$ cat config.mk
export PLATFORM = sky130hd
export DESIGN_NAME = truth_table_sweeper
export DESIGN_NICKNAME = d
export VERILOG_FILES = /design/src/rtl/tt_pkg.sv /design/src/rtl/tt_settle_timer.sv /design/src/rtl/truth_table_sweeper.sv
export SDC_FILE = /design/constraint.sdc
export NUM_CORES = 1
export LEC_CHECK = 0
export CORE_UTILIZATION = 40
export DETAILED_ROUTE_END_ITERATION = 16
export DONT_BUFFER_PORTS = 1
export SYNTH_ARGS = -nofsm -noshare
export SYNTH_HDL_FRONTEND = slang
export SYNTH_SLANG_ARGS = --single-unit
$ cat constraint.sdc
create_clock -name clk -period 2.25 [get_ports clk]
set_input_delay 0.3375 -clock clk [delete_from_list [all_inputs] [get_ports clk]]
set_output_delay 0.3375 -clock clk [all_outputs]
set_load 0.02 [all_outputs]
$ cat src/rtl/tt_pkg.sv
// Shared constants for the truth-table sweeper: FSM encoding, default
// expected table and width helpers.
package tt_pkg;

  localparam logic [1:0] IDLE   = 2'd0;
  localparam logic [1:0] WAIT   = 2'd1;
  localparam logic [1:0] SAMPLE = 2'd2;
  localparam logic [1:0] DONE   = 2'd3;

  // s = ~a & b, with a on the MSB of the input vector
  localparam logic [3:0] F0105_EXPECTED = 4'b0010;

  function automatic int tt_width(input int n_in);
    return 1 << n_in;
  endfunction

  // Bits needed to hold SETTLE-1; never narrower than one bit
  function automatic int cnt_width(input int settle);
    return (settle < 2) ? 1 : $clog2(settle);
  endfunction

endpackage

$ cat src/rtl/tt_settle_timer.sv
// Loadable down-counter; expired_o is high while the count sits at zero.
module tt_settle_timer #(
  parameter int W = 1
) (
  input  logic         clk,
  input  logic         reset,
  input  logic         load_i,
  input  logic [W-1:0] val_i,
  input  logic         dec_i,
  output logic         expired_o
);

  logic [W-1:0] cnt_q, cnt_d;

  always_comb begin
    cnt_d = cnt_q;
    if (load_i)
      cnt_d = val_i;
    else if (dec_i && cnt_q != '0)
      cnt_d = cnt_q - 1'b1;
  end

  always_ff @(posedge clk) begin
    if (reset) cnt_q <= '0;
    else       cnt_q <= cnt_d;
  end

  assign expired_o = (cnt_q == '0);

endmodule

$ cat src/rtl/truth_table_sweeper.sv
// Drives every input vector to a small combinational DUT, captures its truth
// table and scores it. Define TT_SWEEP_ABORT_ON_MISMATCH_EN to stop at the
// first mismatch and expose the failing index on fail_idx.
module truth_table_sweeper
  import tt_pkg::*;
#(
  parameter int                             N_IN     = 2,
  parameter int                             SETTLE   = 1,
  parameter logic [tt_width(N_IN)-1:0]      EXPECTED = F0105_EXPECTED
) (
  input  logic                      clk,
  input  logic                      reset,
  input  logic                      start,
  output logic [N_IN-1:0]           dut_in,
  input  logic                      dut_out,
  output logic                      busy,
  output logic                      done,
  output logic                      pass,
  output logic [tt_width(N_IN)-1:0] table_out,
`ifdef TT_SWEEP_ABORT_ON_MISMATCH_EN
  output logic [N_IN-1:0]           fail_idx,
`endif
  output logic [N_IN:0]             mismatch_cnt
);

  localparam int TW = tt_width(N_IN);
  localparam int MW = N_IN + 1;
  localparam int CW = cnt_width(SETTLE);
  localparam logic [CW-1:0] LOAD_VAL = CW'(SETTLE - 1);

  logic [1:0]      state_q, state_d;
  logic [N_IN-1:0] idx_q, idx_d;
  logic [TW-1:0]   tbl_q, tbl_d;
  logic [MW-1:0]   mis_q, mis_d;
  logic            busy_q, busy_d;
  logic            done_q, done_d;
  logic            pass_q, pass_d;
  logic [N_IN-1:0] fidx_q, fidx_d;
  logic            tmr_load, tmr_dec, tmr_exp;
  logic            miss, last, stop;

  tt_settle_timer #(.W(CW)) u_timer (
    .clk       (clk),
    .reset     (reset),
    .load_i    (tmr_load),
    .val_i     (LOAD_VAL),
    .dec_i     (tmr_dec),
    .expired_o (tmr_exp)
  );

  assign miss = (dut_out != EXPECTED[idx_q]);
  assign last = (idx_q == '1);
`ifdef TT_SWEEP_ABORT_ON_MISMATCH_EN
  assign stop = last | miss;
`else
  assign stop = last;
`endif

  always_comb begin
    state_d  = state_q;
    idx_d    = idx_q;
    tbl_d    = tbl_q;
    mis_d    = mis_q;
    busy_d   = busy_q;
    done_d   = done_q;
    pass_d   = pass_q;
    fidx_d   = fidx_q;
    tmr_load = 1'b0;
    tmr_dec  = 1'b0;
    case (state_q)
      IDLE, DONE: begin
        if (start) begin
          state_d  = WAIT;
          idx_d    = '0;
          tbl_d    = '0;
          mis_d    = '0;
          fidx_d   = '0;
          busy_d   = 1'b1;
          done_d   = 1'b0;
          pass_d   = 1'b0;
          tmr_load = 1'b1;
        end
      end
      WAIT: begin
        if (tmr_exp) state_d = SAMPLE;
        else         tmr_dec = 1'b1;
      end
      SAMPLE: begin
        tbl_d[idx_q] = dut_out;
        mis_d        = mis_q + MW'(miss);
        if (miss) fidx_d = idx_q;
        // pass must reflect the sample taken on this very edge
        if (stop) begin
          state_d = DONE;
          busy_d  = 1'b0;
          done_d  = 1'b1;
          pass_d  = (mis_d == '0);
        end else begin
          state_d  = WAIT;
          idx_d    = idx_q + 1'b1;
          tmr_load = 1'b1;
        end
      end
      default: state_d = IDLE;
    endcase
  end

  always_ff @(posedge clk) begin
    if (reset) begin
      state_q <= IDLE;
      idx_q   <= '0;
      tbl_q   <= '0;
      mis_q   <= '0;
      busy_q  <= 1'b0;
      done_q  <= 1'b0;
      pass_q  <= 1'b0;
      fidx_q  <= '0;
    end else begin
      state_q <= state_d;
      idx_q   <= idx_d;
      tbl_q   <= tbl_d;
      mis_q   <= mis_d;
      busy_q  <= busy_d;
      done_q  <= done_d;
      pass_q  <= pass_d;
      fidx_q  <= fidx_d;
    end
  end

  assign dut_in       = idx_q;
  assign busy         = busy_q;
  assign done         = done_q;
  assign pass         = pass_q;
  assign table_out    = tbl_q;
  assign mismatch_cnt = mis_q;
`ifdef TT_SWEEP_ABORT_ON_MISMATCH_EN
  assign fail_idx     = fidx_q;
`else
  // fail index is only observable in the abort build
  logic unused_fidx;
  assign unused_fidx = ^fidx_q;
`endif

endmodule

==> flow_metrics.py, run 1 <==
metrics = {
    "drt": {
        "vias": 678,
        "wl_per_cell_um": 13.68,
        "wl_um": 1724,
        "ant_nets": 0,
        "remaining_drc_errors": 0,
        "drt_first_pass_iters": 6,
        "viasPerCell": 5.381,
        "drtIter0Drc": 18,
    },
    "worst_setup_path": {
        "end_kind": "register",
        "r2r_start": "dut_in[1]",
        "cp_max_fo": 3,
        "critPathLaunchType": "register",
        "required_ps": 2440,
        "worst_ep_arrival_time_ps": 2110,
        "r2r_slack_ps": 330,
        "r2r_cells": 8,
        "crit_type": "register to register",
        "rr_endpoint": "pass",
    },
    "sta": {
        "slew_viol_final": 0,
        "fin_skew_ps": 1.836,
        "worstMarginPinSlew_ps": 406.8,
        "setup_tns_ps": 0,
        "setup_violations": 0,
        "worst_slack_ps": 334.5,
        "rsz0062_at_grt": "no",
        "slew_headroom_pct": 72.88,
        "period_minus_slack_ps": 1916,
        "finalHoldViolCount": 0,
        "min_period_over_period_pct": 85.13,
        "fmax_mhz": 522.1,
    },
    "clock_network": {
        "clk_latency_ps": 280,
        "cts_num_sinks": 15,
        "ctsHoldBuffers": 0,
        "cts-buffers-inserted": 3,
        "post_cts_buffers": 0,
        "cts.htree.levels": 1,
        "cts_buffer_depth": 2,
        "cts_tree": "yes",
        "cts-resized-gates": 0,
        "clk_pin_slew_worst_paths_ps": 90,
        "root_buffer": "clkbuf_4",
    },
    "yosys": {
        "synth_cells": 97,
        "yosysSeqAreaShare_pct": 35.50,
        "syn_area_um2": 845.8,
        "synth_flop_cell": "dfxtp_1",
        "syn-num-nets": 110,
        "async_reset_ff_share_pct": 0,
        "ys_ff_latch": 15,
        "synth_top_area_share_pct": 35.50,
        "synth-edff-count": 0,
        "yosys.area.top_type": "dfxtp_1",
        "yosys-top-cells-area": "dfxtp_1, ha_1, nand3_1, inv_1, a21oi_1",
        "synthMostInstantiatedCell": "dfxtp_1",
        "syn_area_per_cell_um2": 8.720,
        "synth.distinct_cells": 30,
        "synth_commonest_cells": "dfxtp_1, inv_1, ha_1",
        "ys_warn_count": 0,
    },
    "placement": {
        "pre_cts_ws_ps": 344.2,
        "portBuffers": 0,
        "gp_congestion": 0.7786,
        "dp_hpwl_um": 1260,
    },
    "global_routing": {
        "grt_max_degree": 12,
        "grt_first_pass_wirelength_um": 2725,
        "overflow": 0,
        "grt_usage_pct": 17.31,
        "grt_pass1_vias": 628,
        "grt_antenna_before_repair": 0,
    },
    "worst_hold_path": {
        "hp-class": "input pin to register",
        "min_from": "reset",
        "hold_end": "table_out[3]",
        "whs_path_depth": 1,
    },
    "floorplan": {
        "initial_core_util_pct": 42.68,
        "core_um2": 1982,
        "die_w_um": 47.99,
        "pin_count": 16,
        "rows": 16,
        "dieHeight_um": 47.99,
        "fp.dieArea_um2": 2303,
    },
    "cells_and_area": {
        "regArea_um2": 300.3,
        "final_nets": 113,
        "syn_to_final_growth_pct": 5.769,
        "num_antenna_cells": 0,
        "multi_input_area_um2": 474.2,
        "fill_cells": 205,
        "drive_gt1_share_pct": 9.091,
    },
    "pwr": {
        "leakage_uw": 0.0003809,
        "ir_worst_vdd_v": 0.0002955,
        "power.density_nw_per_um2": 695.3,
    },
    "flow_run": {
        "max-cap-violations": 0,
    },
    "run_status": {
        "status": "complete, no violations",
    },
}
-- worst max-delay path by stage --
stage                    from  endpoint  slack (ps)  cells past startpoint
global route        dut_in[1]      pass         230                      8
CTS                 dut_in[1]      pass         320                      8
floorplan           dut_in[1]      pass         210                      8
detailed placement  dut_in[1]      pass         340                      8
global placement    dut_in[1]      pass         400                      8
finish              dut_in[1]      pass         330                      8
-- per-layer routing --
metal  up-vias  track usage (%)  routed length (um)
met4         0            8.333                  15
met2        14            27.03                 786
met5         -                0                   0
met1       313            22.02                 838
li1        349                -                   -
met3         2            4.528                  83
-- flip-flops by register name, summed over array words and instances, names as in the netlist --
| signal | cells |
|---|---|
| pass | 1 |
| busy | 1 |
| dut_in | 2 |
| u_timer.cnt_q | 1 |
| mismatch_cnt | 3 |
| table_out | 4 |
| done | 1 |
| state_q | 2 |
-- placed cells by master, fill, tap and decap left out --
cell       synthesis  routed
clkbuf_1           0       1
nand3_1            8       8
nor2b_4            1       1
o311ai_1           1       1
nor2b_1            4       4
ha_1               9       9
buf_4              1       3
nand3b_1           1       1
a21oi_1            5       5
a31oi_1            3       3
nor2_1             5       5
o41ai_2            1       1
nand2_1            6       6
nor3_1             2       2
mux2i_1            1       1
o2111ai_2          1       1
nand2b_1           1       1
inv_1             10      10
nand4_1            1       1
and2_1             2       2
o211a_1            1       1
dfxtp_1           15      15
a311oi_1           1       1
o21ai_0            5       5
o31ai_1            3       3
nor4_1             1       1
or3_1              1       1
o2111ai_1          1       1
clkbuf_4           0       3
a32oi_1            2       2
-- power breakdown --
group	total (uW)	internal, uW	switching, uW	leakage [uW]
Combinational	170	61.8	108	0.000244
Clock	152	68.7	83.4	0.0000150
Sequential	300	281	19.6	0.000122
-- stage by stage --
step	power [uW]	utilization, %	hold WS, ps	cells	cell area (um2)
after detailed placement	475.6	43.81	410.5	122	868.3
final	622.0	45.14	115.2	126	894.6
after floorplan	449.6	-	450.0	97	845.8
after CTS	627.1	45.14	109.1	126	894.6
after global routing	657.3	45.14	105.1	126	894.6
after global placement	470.6	43.81	410.3	122	868.3
-- worst max-delay path, cell delays in order, from the launching register on --
cell and delay (ps):
dfxtp_1 330, inv_1 60, ha_1 210, ha_1 290, ha_1 190, ha_1 280, nor2_1 110, nand3_1 100
o41ai_2 270
-- area by class of cell --
type                            instances  share of cell area, %
Multi-Input combinational cell         67                  53.01
Sequential cell                        15                  33.57
Inverter                               10                  4.196
Tap cell                               27                  3.776
Clock buffer                            4                  2.937
Timing Repair Buffer                    3                  2.517
-- cell families (layout without fill, tap and decap cells) --
family / after synthesis / in the layout / share of synthesized area (%)
compound gates: 24 / 24 / 20.86
fa+ha+maj: 9 / 9 / 13.31
buf+inv: 15 / 17 / 8.432
flops: 15 / 15 / 35.50
mux: 1 / 1 / 1.183
simple gates: 33 / 33 / 20.71
Power figures use the tool's default switching activity.
==> run 2: changes to the inputs <==
--- a/config.mk
+++ b/config.mk
@@ -8,6 +8,7 @@
 export CORE_UTILIZATION = 40
 export DETAILED_ROUTE_END_ITERATION = 16
 export DONT_BUFFER_PORTS = 1
+export PLACE_DENSITY_LB_ADDON = 0.08
 export SYNTH_ARGS = -nofsm -noshare
 export SYNTH_HDL_FRONTEND = slang
 export SYNTH_SLANG_ARGS = --single-unit
==> flow_metrics.py, run 2 (synthesis gave the netlist of run 1 again) <==
metrics = {
    "run_status": {
        "status": "complete, no violations",
    },
    "clock_network": {
        "cts_buffer_depth": 2,
        "root_buffer": "clkbuf_4",
        "clk_latency_ps": 290,
        "cts_num_sinks": 15,
        "clk_pin_slew_worst_paths_ps": 90,
        "post_cts_buffers": 0,
        "cts-resized-gates": 0,
        "cts.htree.levels": 1,
        "cts-buffers-inserted": 3,
        "cts_tree": "yes",
        "ctsHoldBuffers": 0,
    },
    "global_routing": {
        "grt_antenna_before_repair": 0,
        "grt_first_pass_wirelength_um": 2911,
        "overflow": 0,
        "grt_pass1_vias": 660,
        "grt_max_degree": 12,
        "grt_usage_pct": 18.73,
    },
    "pwr": {
        "ir_worst_vdd_v": 0.0003571,
        "p_comb_share_pct": 26.9,
        "p_clk_share_pct": 25.2,
        "p_int_uw": 411.3,
        "p_sw_share_pct": 34.54,
        "seq_power_share_pct": 47.8,
        "power.density_nw_per_um2": 702.4,
        "power.net_switching_uw": 217.0,
        "leakage_uw": 0.0003809,
    },
    "sta": {
        "min_period_over_period_pct": 85.52,
        "rsz0062_at_grt": "no",
        "slew_headroom_pct": 72.29,
        "worst_slack_ps": 325.9,
        "setup_violations": 0,
        "period_minus_slack_ps": 1924,
        "slew_viol_final": 0,
        "worstMarginPinSlew_ps": 415.7,
        "setup_tns_ps": 0,
        "finalHoldViolCount": 0,
        "fmax_mhz": 519.7,
        "fin_skew_ps": 5.685,
    },
    "worst_setup_path": {
        "critPathLaunchType": "register",
        "required_ps": 2450,
        "end_kind": "register",
        "cp_cell_sequence": "inv_1, ha_1, ha_1, ha_1, ha_1, nor2_1, nand3_1, o41ai_2",
        "cp_max_fo": 3,
        "worst_ep_arrival_time_ps": 2130,
        "crit_type": "register to register",
        "cp_common_cell": "ha_1",
        "critPathSlowestCell": "dfxtp_1",
        "cp_slowest_stage_delay_ps": 350,
    },
    "floorplan": {
        "rows": 16,
        "dieHeight_um": 47.99,
        "die_w_um": 47.99,
        "core_um2": 1982,
        "initial_core_util_pct": 42.68,
        "fp.dieArea_um2": 2303,
        "pin_count": 16,
    },
    "placement": {
        "pre_cts_ws_ps": 354.4,
        "dp_hpwl_um": 1275,
        "portBuffers": 0,
        "gp_congestion": 0.7013,
        "dpl.cell_count": 122,
        "place_area_um2": 868.3,
    },
    "cells_and_area": {
        "layout.cells.non_filler": 126,
        "final_nets": 113,
        "finalInstanceArea_um2": 894.6,
        "mostFrequentLayoutCells": "dfxtp_1, inv_1, ha_1",
        "final_common_cell": "dfxtp_1",
        "syn_to_final_growth_pct": 5.769,
        "num_antenna_cells": 0,
        "largest_reg_flops": 4,
        "final_util_pct": 45.14,
        "drive_gt1_share_pct": 9.091,
    },
    "drt": {
        "drt_first_pass_iters": 4,
        "wl_um": 1772,
        "vias": 701,
        "remaining_drc_errors": 0,
        "drtIter0Drc": 14,
        "viasPerCell": 5.563,
        "wl_per_cell_um": 14.06,
        "ant_nets": 0,
    },
    "worst_hold_path": {
        "hp-class": "input pin to register",
    },
    "flow_run": {
        "max-cap-violations": 0,
    },
}
-- run 2: through the flow --
stage	power, uW	hold WS (ps)
2_1_floorplan	449.6	450.0
3_3_place_gp	475.0	408.2
3_5_place_dp	474.4	412.7
4_1_cts	636.2	93.67
5_1_grt	669.9	83.42
6_report	628.3	106.4
-- run 2: worst paths after layout --
path | end | slack, ps | cells after the start | start
setup / recovery | pass | 330 | 8 | dut_in[1]
hold / removal | mismatch_cnt[1] | 110 | 1 | reset
setup reg to reg | pass | 330 | 8 | dut_in[1]
hold reg to reg | u_timer.cnt_q | 490 | 2 | u_timer.cnt_q
-- run 2: power groups by stage --
stage | sequential, uW | combinational (uW) | clock [uW]
2_1_floorplan | 308 | 142 | 0
3_3_place_gp | 306 | 169 | 0
3_5_place_dp | 306 | 168 | 0
4_1_cts | 300 | 169 | 167
5_1_grt | 303 | 188 | 179
6_report | 301 | 169 | 159
-- run 2: metal layers --
layer	part of all wire [%]	vias to the layer above	GRT usage, %
li1	-	351	-
met1	50	337	24.78
met2	45	11	27.57
met3	4.1	2	4.906
met4	0.73	0	10.00
met5	0	-	0
-- run 2: final cells by class --
cell class | instances | area (um2)
Sequential cell | 15 | 300.3
Inverter | 10 | 37.54
Timing Repair Buffer | 3 | 22.52
Fill cell | 211 | 1087
Clock buffer | 4 | 26.28
Tap cell | 27 | 33.78
Multi-Input combinational cell | 67 | 474.2
-- run 2: worst max-delay path, delay by kind of cell (launching register included) --
kind,cells,cell delay [ps]
AOI/OAI and AO/OA,1,270
adders and majority gates,4,970
buffers and inverters,1,60
DFF,1,350
and+or+nand+nor,2,190
==> run 3: changes to the inputs <==
--- a/config.mk
+++ b/config.mk
@@ -5,10 +5,10 @@
 export SDC_FILE = /design/constraint.sdc
 export NUM_CORES = 1
 export LEC_CHECK = 0
-export CORE_UTILIZATION = 40
+export CORE_UTILIZATION = 59
 export DETAILED_ROUTE_END_ITERATION = 16
 export DONT_BUFFER_PORTS = 1
-export PLACE_DENSITY_LB_ADDON = 0.08
+export PLACE_DENSITY = 0.81
 export SYNTH_ARGS = -nofsm -noshare
 export SYNTH_HDL_FRONTEND = slang
 export SYNTH_SLANG_ARGS = --single-unit
==> flow_metrics.py, run 3 (synthesis gave the netlist of run 1 again) <==
metrics = {
    "placement": {
        "dp_hpwl_um": 1174,
        "dpl.cell_count": 110,
        "gp_congestion": 0.7380,
        "portBuffers": 0,
    },
    "floorplan": {
        "pin_count": 16,
        "initial_core_util_pct": 64.20,
        "core_um2": 1318,
        "dieHeight_um": 39.86,
        "rows": 13,
        "die_w_um": 39.86,
        "fp.dieArea_um2": 1589,
    },
    "pwr": {
        "power.density_nw_per_um2": 699.9,
        "ir_worst_vdd_v": 0.0004266,
        "leakage_uw": 0.0003809,
    },
    "clock_network": {
        "cts_tree": "yes",
        "clk_pin_slew_worst_paths_ps": 80,
        "cts_buffer_depth": 2,
        "root_buffer": "clkbuf_4",
        "cts.htree.levels": 1,
        "cts-buffers-inserted": 3,
        "cts_num_sinks": 15,
        "clk_latency_ps": 270,
        "post_cts_buffers": 0,
        "ctsHoldBuffers": 0,
        "cts-resized-gates": 0,
    },
    "sta": {
        "setup_tns_ps": 0,
        "finalHoldViolCount": 0,
        "rsz0062_at_grt": "no",
        "period_minus_slack_ps": 1948,
        "slew_headroom_pct": 73.29,
        "slew_viol_final": 0,
        "setup_violations": 0,
        "min_period_over_period_pct": 86.59,
        "worstMarginPinSlew_ps": 400.6,
        "holdWs_ps": 119.1,
        "fin_skew_ps": 0.5245,
        "fmax_mhz": 513.3,
    },
    "drt": {
        "drt_first_pass_iters": 4,
        "ant_nets": 0,
        "remaining_drc_errors": 0,
        "wl_per_cell_um": 13.82,
        "vias": 700,
        "drtIter0Drc": 26,
        "wl_um": 1576,
        "viasPerCell": 6.140,
    },
    "worst_setup_path": {
        "crit_start": "dut_in[1]",
        "crit_type": "register to register",
        "end_kind": "register",
        "worst_ep_arrival_time_ps": 2140,
        "required_ps": 2440,
        "critPathLaunchType": "register",
        "cp_max_fo": 3,
        "r2r_start": "dut_in[1]",
    },
    "cells_and_area": {
        "layout.cells.non_filler": 114,
        "largest_reg_flops": 4,
        "final_nets": 113,
        "final_common_cell": "dfxtp_1",
        "mostFrequentLayoutCells": "dfxtp_1, inv_1, ha_1",
        "num_antenna_cells": 0,
        "syn_to_final_growth_pct": 3.994,
        "drive_gt1_share_pct": 9.091,
    },
    "worst_hold_path": {
        "min_from": "reset",
        "hp-class": "input pin to register",
    },
    "global_routing": {
        "grt_antenna_before_repair": 0,
        "grt_max_degree": 12,
        "grt_first_pass_wirelength_um": 2608,
        "grt_pass1_vias": 614,
        "overflow": 0,
        "grt_usage_pct": 24.03,
    },
    "run_status": {
        "status": "complete, no violations",
    },
    "flow_run": {
        "max-cap-violations": 0,
    },
}
run 3: cell counts in the layout (fill, tap and decap cells not counted):
No cell type changed its count.
run 3: critical path, stage by stage, from the launching register on:
cell and delay (ps):
dfxtp_1 340, inv_1 70, ha_1 210, ha_1 280, ha_1 200, ha_1 300, nor2_1 110, nand3_1 90
o41ai_2 270
run 3: where the power goes:
| part | total, uW | internal, uW | switching (uW) | leakage (uW) |
|---|---|---|---|---|
| clock network | 149 | 68.7 | 80.2 | 0.0000150 |
| registers | 299 | 281 | 18.6 | 0.000122 |
| logic | 167 | 61.5 | 106 | 0.000244 |
run 3: stage by stage:
| stage | worst slack, ps | utilization (%) | power (uW) | area (um2) |
|---|---|---|---|---|
| 2_1_floorplan | 209.8 | - | 449.6 | 845.8 |
| 3_3_place_gp | 404.2 | 64.77 | 466.9 | 853.3 |
| 3_5_place_dp | 328.1 | 64.77 | 471.4 | 853.3 |
| 4_1_cts | 303.2 | 66.76 | 618.6 | 879.6 |
| 5_1_grt | 226.3 | 66.76 | 651.9 | 879.6 |
| 6_report | 301.6 | 66.76 | 615.7 | 879.6 |
run 3: metal layers:
metal	vias up	GRT usage, %	share of wire [%]
met3	2	3.977	4.1
met4	0	7.759	0.63
met2	15	35.89	44
li1	352	-	-
met5	-	0	0
met1	331	34.13	52
run 3: cell type report:
cell class,count,area (um2)
multi-input combinational,67,474.2
fill,116,437.9
sequential,15,300.3
inverter,10,37.54
clock buffer,4,26.28
timing repair buffer,3,22.52
tap,15,18.77
run 3: worst paths after layout:
kind              slack, ps  cells after the start       endpoint
setup / recovery        300                      8           pass
hold / removal          120                      1   table_out[3]
setup reg to reg        300                      8           pass
hold reg to reg         490                      2  u_timer.cnt_q
